--- src/rtl/binom_seq.sv ---
// binom_seq: computes C(n,k) by issuing one operation per cycle to a shared combinational ALU.
// Latency: done rises 3+5k edges after start (1 edge when k>n); 4+5*min(k,n-k) with BINOM_SYM_EN.
// Backpressure: none; start is only sampled in IDLE and ignored while busy.
//
// Optional feature macro: BINOM_SYM_EN -- adds a SYM state after SUBT that swaps
// k and n-k so the loop runs min(k,n-k) times. Results are identical in both builds.
//
// Ports:
//   clk, rst              clock (rising edge) and asynchronous active-high reset
//   start, n, k           request pulse and operands, captured in IDLE
//   busy, done, err       status: busy while computing, one-cycle done, err when k>n
//   result                C(n,k), holds until overwritten by a later computation
//   alu_sel/e1/e2         ALU opcode and operands, combinational from state
//   alu_res, alu_zf       ALU result and zero flag, captured at the end of the cycle
module binom_seq #(
  parameter int NW = 8
) (
  input  logic          clk,
  input  logic          rst,
  input  logic          start,
  input  logic [NW-1:0] n,
  input  logic [NW-1:0] k,
  output logic          busy,
  output logic          done,
  output logic          err,
  output logic [31:0]   result,
  output logic [3:0]    alu_sel,
  output logic [31:0]   alu_e1,
  output logic [31:0]   alu_e2,
  input  logic [31:0]   alu_res,
  input  logic          alu_zf
);

  localparam logic [3:0] OP_NONE = 4'b0000;
  localparam logic [3:0] OP_ADD  = 4'b0100;
  localparam logic [3:0] OP_SUB  = 4'b0101;
  localparam logic [3:0] OP_MUL  = 4'b0110;
  localparam logic [3:0] OP_DIV  = 4'b0111;
  localparam logic [3:0] OP_LT   = 4'b1000;
  localparam logic [3:0] OP_EQ   = 4'b1001;

  typedef enum logic [3:0] {
    S_IDLE = 4'd0,
    S_CHK  = 4'd1,
    S_SUBT = 4'd2,
    S_SYM  = 4'd3,
    S_EQ   = 4'd4,
    S_INCI = 4'd5,
    S_INCT = 4'd6,
    S_MUL  = 4'd7,
    S_DIV  = 4'd8,
    S_DONE = 4'd9
  } state_t;

  state_t      state_q, state_d;
  logic [31:0] c_q, c_d;
  logic [31:0] i_q, i_d;
  logic [31:0] t_q, t_d;
  logic [31:0] kk_q, kk_d;
  logic [31:0] nn_q, nn_d;
  logic [31:0] result_q, result_d;
  logic        err_q, err_d;

  always_ff @(posedge clk or posedge rst) begin
    if (rst) begin
      state_q  <= S_IDLE;
      c_q      <= 32'd0;
      i_q      <= 32'd0;
      t_q      <= 32'd0;
      kk_q     <= 32'd0;
      nn_q     <= 32'd0;
      result_q <= 32'd0;
      err_q    <= 1'b0;
    end else begin
      state_q  <= state_d;
      c_q      <= c_d;
      i_q      <= i_d;
      t_q      <= t_d;
      kk_q     <= kk_d;
      nn_q     <= nn_d;
      result_q <= result_d;
      err_q    <= err_d;
    end
  end

  always_comb begin
    state_d  = state_q;
    c_d      = c_q;
    i_d      = i_q;
    t_d      = t_q;
    kk_d     = kk_q;
    nn_d     = nn_q;
    result_d = result_q;
    err_d    = err_q;
    alu_sel  = OP_NONE;
    alu_e1   = 32'd0;
    alu_e2   = 32'd0;

    case (state_q)
      S_IDLE: begin
        if (start) begin
          nn_d    = 32'(n);
          kk_d    = 32'(k);
          c_d     = 32'd1;
          i_d     = 32'd0;
          err_d   = 1'b0;
          state_d = S_CHK;
        end
      end
      S_CHK: begin
        // Less-than yields 1 (zf=0) when n<k: invalid request.
        alu_sel = OP_LT;
        alu_e1  = nn_q;
        alu_e2  = kk_q;
        if (!alu_zf) begin
          result_d = 32'd0;
          err_d    = 1'b1;
          state_d  = S_DONE;
        end else begin
          state_d = S_SUBT;
        end
      end
      S_SUBT: begin
        alu_sel = OP_SUB;
        alu_e1  = nn_q;
        alu_e2  = kk_q;
        t_d     = alu_res;
`ifdef BINOM_SYM_EN
        state_d = S_SYM;
`else
        state_d = S_EQ;
`endif
      end
`ifdef BINOM_SYM_EN
      S_SYM: begin
        // When n-k < k, iterate over n-k instead: C(n,k) == C(n,n-k).
        alu_sel = OP_LT;
        alu_e1  = t_q;
        alu_e2  = kk_q;
        if (!alu_zf) begin
          kk_d = t_q;
          t_d  = kk_q;
        end
        state_d = S_EQ;
      end
`endif
      S_EQ: begin
        // Equality yields 1 (zf=0) once i has reached k.
        alu_sel = OP_EQ;
        alu_e1  = i_q;
        alu_e2  = kk_q;
        if (!alu_zf) begin
          result_d = c_q;
          state_d  = S_DONE;
        end else begin
          state_d = S_INCI;
        end
      end
      S_INCI: begin
        alu_sel = OP_ADD;
        alu_e1  = i_q;
        alu_e2  = 32'd1;
        i_d     = alu_res;
        state_d = S_INCT;
      end
      S_INCT: begin
        alu_sel = OP_ADD;
        alu_e1  = t_q;
        alu_e2  = 32'd1;
        t_d     = alu_res;
        state_d = S_MUL;
      end
      S_MUL: begin
        alu_sel = OP_MUL;
        alu_e1  = c_q;
        alu_e2  = t_q;
        c_d     = alu_res;
        state_d = S_DIV;
      end
      S_DIV: begin
        // Exact: c*(n-k+i) is always divisible by i, leaving C(n-k+i, i).
        alu_sel = OP_DIV;
        alu_e1  = c_q;
        alu_e2  = i_q;
        c_d     = alu_res;
        state_d = S_EQ;
      end
      S_DONE: begin
        state_d = S_IDLE;
      end
      default: begin
        state_d = S_IDLE;
      end
    endcase
  end

  assign busy   = (state_q != S_IDLE) && (state_q != S_DONE);
  assign done   = (state_q == S_DONE);
  assign err    = err_q;
  assign result = result_q;

endmodule

--- config.mk ---
export PLATFORM = sky130hd
export DESIGN_NAME = binom_seq
export DESIGN_NICKNAME = d
export VERILOG_FILES = /design/src/rtl/binom_seq.sv
export SDC_FILE = /design/constraint.sdc
export NUM_CORES = 1
export LEC_CHECK = 0
export CAP_MARGIN = 20
export CORE_ASPECT_RATIO = 0.5
export CORE_MARGIN = 1.5
export CORE_UTILIZATION = 50
export CTS_CLUSTER_SIZE = 8
export DETAILED_ROUTE_END_ITERATION = 10
export PLACE_DENSITY_LB_ADDON = 0.12
export SYNTH_ARGS = -nofsm -noshare
export SYNTH_HDL_FRONTEND = slang
export SYNTH_SLANG_ARGS = --single-unit
--- constraint.sdc ---
create_clock -name clk -period 6.39 [get_ports clk]
set_clock_uncertainty 0.1 [all_clocks]
set_input_delay 0.9585 -clock clk [delete_from_list [all_inputs] [get_ports clk]]
set_output_delay 0.9585 -clock clk [all_outputs]
set_load 0.02 [all_outputs]
# Word level (Yosys, flattened, before mapping)
# Cells that the tools add are included.
[word_totals]
word_cells = 56
regBits = 149
output_inout_bits = 103
inputBits = 52
[op_classes]
muxes = 17
n_reduce_logical = 19
n_eq_ne = 12
[ops]
columns = ["cell", "n"]
rows = [
  ["$pmux 32 s4", 2],
  ["$pmux 32 s2", 3],
  ["$mux 32", 4],
  ["$pmux 4 s7", 1],
  ["$pmux 4 s6", 1],
  ["$eq 4x3->1 const B", 4],
  ["$mux 4", 3],
  ["$reduce_or 2->1", 6],
  ["$eq 4x4->1 const B", 2],
  ["$reduce_bool 2->1", 4],
  ["$ne 2x2->1 const B", 3],
  ["$reduce_and 2->1", 3],
  ["$reduce_and 3->1", 2],
  ["$eq 4x1->1 const B", 1],
  ["$eq 4x2->1 const B", 1],
  ["$logic_not 4->1", 1],
  ["$ne 4x4->1 const B", 1],
  ["$reduce_bool 4->1", 1],
  ["$reduce_or 3->1", 1],
  ["$mux 1", 2],
  ["$pmux 1 s2", 1],
  ["$logic_and 1x1->1", 1],
]

# Longest topological paths before layout
[logic_depth]
ltp_word = 4
depth_mapped = 6
mapped_depth_nobuf = 3

# Least setup slack after synthesis
# Ideal clock, no wire load.
[synth_path]
path_type = "register to output"
from = "register state_q[2]"
to = "output alu_e2[0]"
path_stages_with_launch = 6
arrival_ns = 1.677
n_path_buf = 2
path_slack_ns = 3.655
t_required_ns = 5.332
cell_sequence = "dfrtp_1 > buf_2 > buf_2 > o21a_1 > a211o_1 > o221ai_1"
[synth_via]
elab_chain_len = 3
elab_cells_between_ends = 10
classes_between = "eq/ne (7); mux (1); reduce/logical (2)"
[synth_lines]
columns = ["element", "line", "rtl"]
rows = [
  ["start: declaration", "55", "state_t state_q, state_d;"],
  ["start signal: assignment", "75", "state_q <= state_d;"],
  ["$eq 4x3->1 (tied with other cells)", "99", "case (state_q)"],
  ["$reduce_or 3->1 (no line) / $reduce_or 2->1 (equally long branches)", "-", ""],
  ["$pmux 32 s4 *", "99", ""],
  ["end: declaration", "29", "output logic [31:0] alu_e2,"],
]
# Every way passes the cells marked *; elsewhere a longest branch is shown, timed or not.

# Final worst setup path
[layout_path]
from = "register state_q[3]"
to = "output alu_e1[16]"
[layout_via]
elab_chain_len = 3
elab_cells_between_ends = 11
classes_between = "eq/ne (7); mux (1); reduce/logical (3)"
[layout_lines]
columns = ["element", "line", "rtl"]
rows = [
  ["$eq 4x4->1 (tied with other cells)", "99", ""],
  ["$reduce_or 2->1 (no line)", "-", ""],
  ["$pmux 32 s4 *", "99", ""],
  ["end: declaration", "28", "output logic [31:0] alu_e1,"],
]
# Marked as above.

==> results.cfg <==
[layout]
diodes = 0
fin_cells = 852
drive_above_1_share_pct = 15.1
nFillCells = 967
regArea_um2 = 3730
nNetsFinal = 721
multiInputGateArea_um2 = 2760
mostFrequentLayoutCells = clkdlybuf4s50_1 (154), dfrtp_1 (149), a22o_1 (143)
final_common_cell = clkdlybuf4s50_1
syn2layout_area_growth_pct = 33.3

[worst_setup_path]
critical_path_arrival_ps = 3780
cp-end-kind = primary output
worstSetupPathType = reg -> out
start_kind = flop
required_ps = 5330
regToRegSetupSlack_ps = 3450
r2r_cells = 4
r2r-start = state_q[3]
worstReg2RegEnd = c_q[18]
crit_fanout = 36

[clock_network]
cts.sinks = 149
cts_hold_buffers = 0
root_buffer = clkbuf_16
clk_pin_slew_ps = 60
cts_tree = built
cts_made_buffers = 17
cts_setup_buffers = 0
clockBufferDepth = 2
cts_max_level = 4
clk_latency_ps = 410
cts.repair.resized = 0

[yosys]
synth-simple-area-share_pct = 5.46
synth_area_um2 = 6740
synth_top_family_by_area = compound AO/OA/AOI/OAI gates
synth-adder-area-share_pct = 0
synth_edf_count = 0
synth_nets = 587
syn_avg_cell_area_um2 = 12.6
synth_compound_area_share_pct = 26.3
synth-seq-area-share_pct = 55.3
yosysWarnings = 0
synth.distinct_cells = 45
async_reset_ff_share_pct = 100
synthMuxAreaShare_pct = 8.02
syn_inst = 535
synth_top_flop_cell = dfrtp_1
yosys_register_bits = 149
synth_xor_xnor_area_share_pct = 0.390

[global_routing]
grt_pass1_wl_um = 29100
grt_pass1_vias = 5425
antenna_found_initial = 0
grt_max_degree = 93
grt_overflow_total = 0
grt.total_usage_pct = 26.4

[min_path]
min_path_cells = 1
hold_end = result[0]
holdCritPathClass = reg -> reg
hp-start = result[0]

[place]
hpwl_um = 11200
numPlacedInstances = 820
port_buffers = 154
place.gp.congestion = 0.792

[route]
avgRoutedWirePerCell_um = 21.2
drcViolationCount = 0
drt-initial-drc-count = 414
antenna_left = 0
via_per_inst = 6.16
dr.pass1.iters = 5
vias = 5252
wl_um = 18100

[timing]
min_period_ps = 4840
drv_slew = 0
setup_violations = 0
finalHoldViolCount = 0
fin_tns_setup_ps = 0
finalCritPeriodShare_pct = 75.7
relSlewSlack_pct = 40.3
tightest_slew_ps = 896
clock.fmax_mhz = 207
rsz0062_at_grt = false

[floorplanning]
initial_core_util_pct = 52.2
die_h_um = 85.1
die_w_um = 167
rows = 29
core-area_um2 = 12900
io-pin-count = 155
die_area_um2 = 14200

[pwr]
powerDensity_nw_per_um2 = 513
leakage_nw = 4.06
vdd_ir_drop_max_mv = 0.292

[job]
maxCapViolations = 0

[run_status]
status = finished, final reports clean
==> worst max-delay path by stage <==
stage / cells after the start / slack (ps) / startpoint / end
finish: 5 / 1550 / state_q[3] / alu_e1[16]
detailed placement: 5 / 2040 / state_q[3] / alu_e1[16]
global route: 5 / 1370 / state_q[3] / alu_e1[16]
global placement: 5 / 2100 / state_q[3] / alu_e1[16]
floorplan: 1 / 1320 / rst / c_q[0]
CTS: 5 / 1570 / state_q[3] / alu_e1[16]
==> synthesized netlist by cell type (2+ instances only) <==
master    count  area (um2)
a211o_1       2        17.5
a21o_1       24         180
a21oi_1      15        75.1
a221o_1       8        80.1
a22o_1      143        1250
a22oi_1       7        52.6
and2_1        3        18.8
buf_1         3        11.3
buf_2        29         145
buf_6         3        33.8
clkbuf_1     17        63.8
dfrtp_1     149        3730
inv_1        10        37.5
mux2_1        2        22.5
mux2_2       46         518
nand2_1       3        11.3
nand2b_1     11        68.8
nand3b_1      8        60.1
nor2_1        6        22.5
nor2b_1       2        12.5
nor3_2        2        20.0
nor3b_1       3        22.5
nor4bb_1      2        20.0
o21a_1        2        15.0
o21ai_0       7        35.0
o21ai_1       7        35.0
or4b_1        2        20.0
xnor2_1       2        17.5
==> where the power goes <==
part	internal [mW]	leakage [nW]	switching, mW
clock	0.560	0.273	0.406
sequential	1.31	1.91	0.306
combinational	0.997	1.87	1.03
total	2.87	4.06	1.74
==> metrics by stage <==
step	utilization [%]	cell area [um2]	setup WS (ps)	hold slack, ps	power [mW]
floorplan	-	6740	1320	379	2.86
global placement	64.9	8380	2100	381	3.58
detailed placement	65.1	8410	2040	384	3.64
CTS	69.5	8980	1570	401	4.62
global route	69.5	8980	1370	421	4.86
finish	69.5	8980	1550	395	4.61
==> kinds of logic (layout without fill, tap and decap cells) <==
group,after synthesis,after routing
multiplexers,48,48
flip-flops,149,149
AO/OA/AOI/OAI,218,218
buffers and inverters,64,211
AND/OR/NAND/NOR,53,53
XOR/XNOR,3,3
==> worst max-delay path, stage by stage (launching register included) <==
cell and delay, ps:
dfrtp_1 930, or4b_1 560, nand2_2 600, buf_4 450, a21o_1 180, clkdlybuf4s50_1 620
==> state kept, by name (all words and copies together) (netlist names) <==
| signal | count |
|---|---|
| c_q | 32 |
| err | 1 |
| result | 32 |
| i_q | 32 |
| t_q | 32 |
| nn_q | 8 |
| state_q | 4 |
| kk_q | 8 |
==> cell type report <==
type,instances,share of cell area [%]
sequential,149,41.5
multi-input combinational,322,30.7
timing repair buffer,168,18.6
clock buffer,19,5.04
tap,170,2.37
clock inverter,13,1.32
inverter,11,0.515
==> per-layer routing <==
| layer | up-vias | global-route usage [%] | part of all wire [%] |
|---|---|---|---|
| li1 | 2326 | - | - |
| met1 | 2726 | 38.1 | 46 |
| met2 | 190 | 40.1 | 47 |
| met3 | 10 | 6.44 | 6.7 |
| met4 | 0 | 7.37 | 0.54 |
| met5 | - | 0 | 0 |
(Power assumes the default switching activity.)
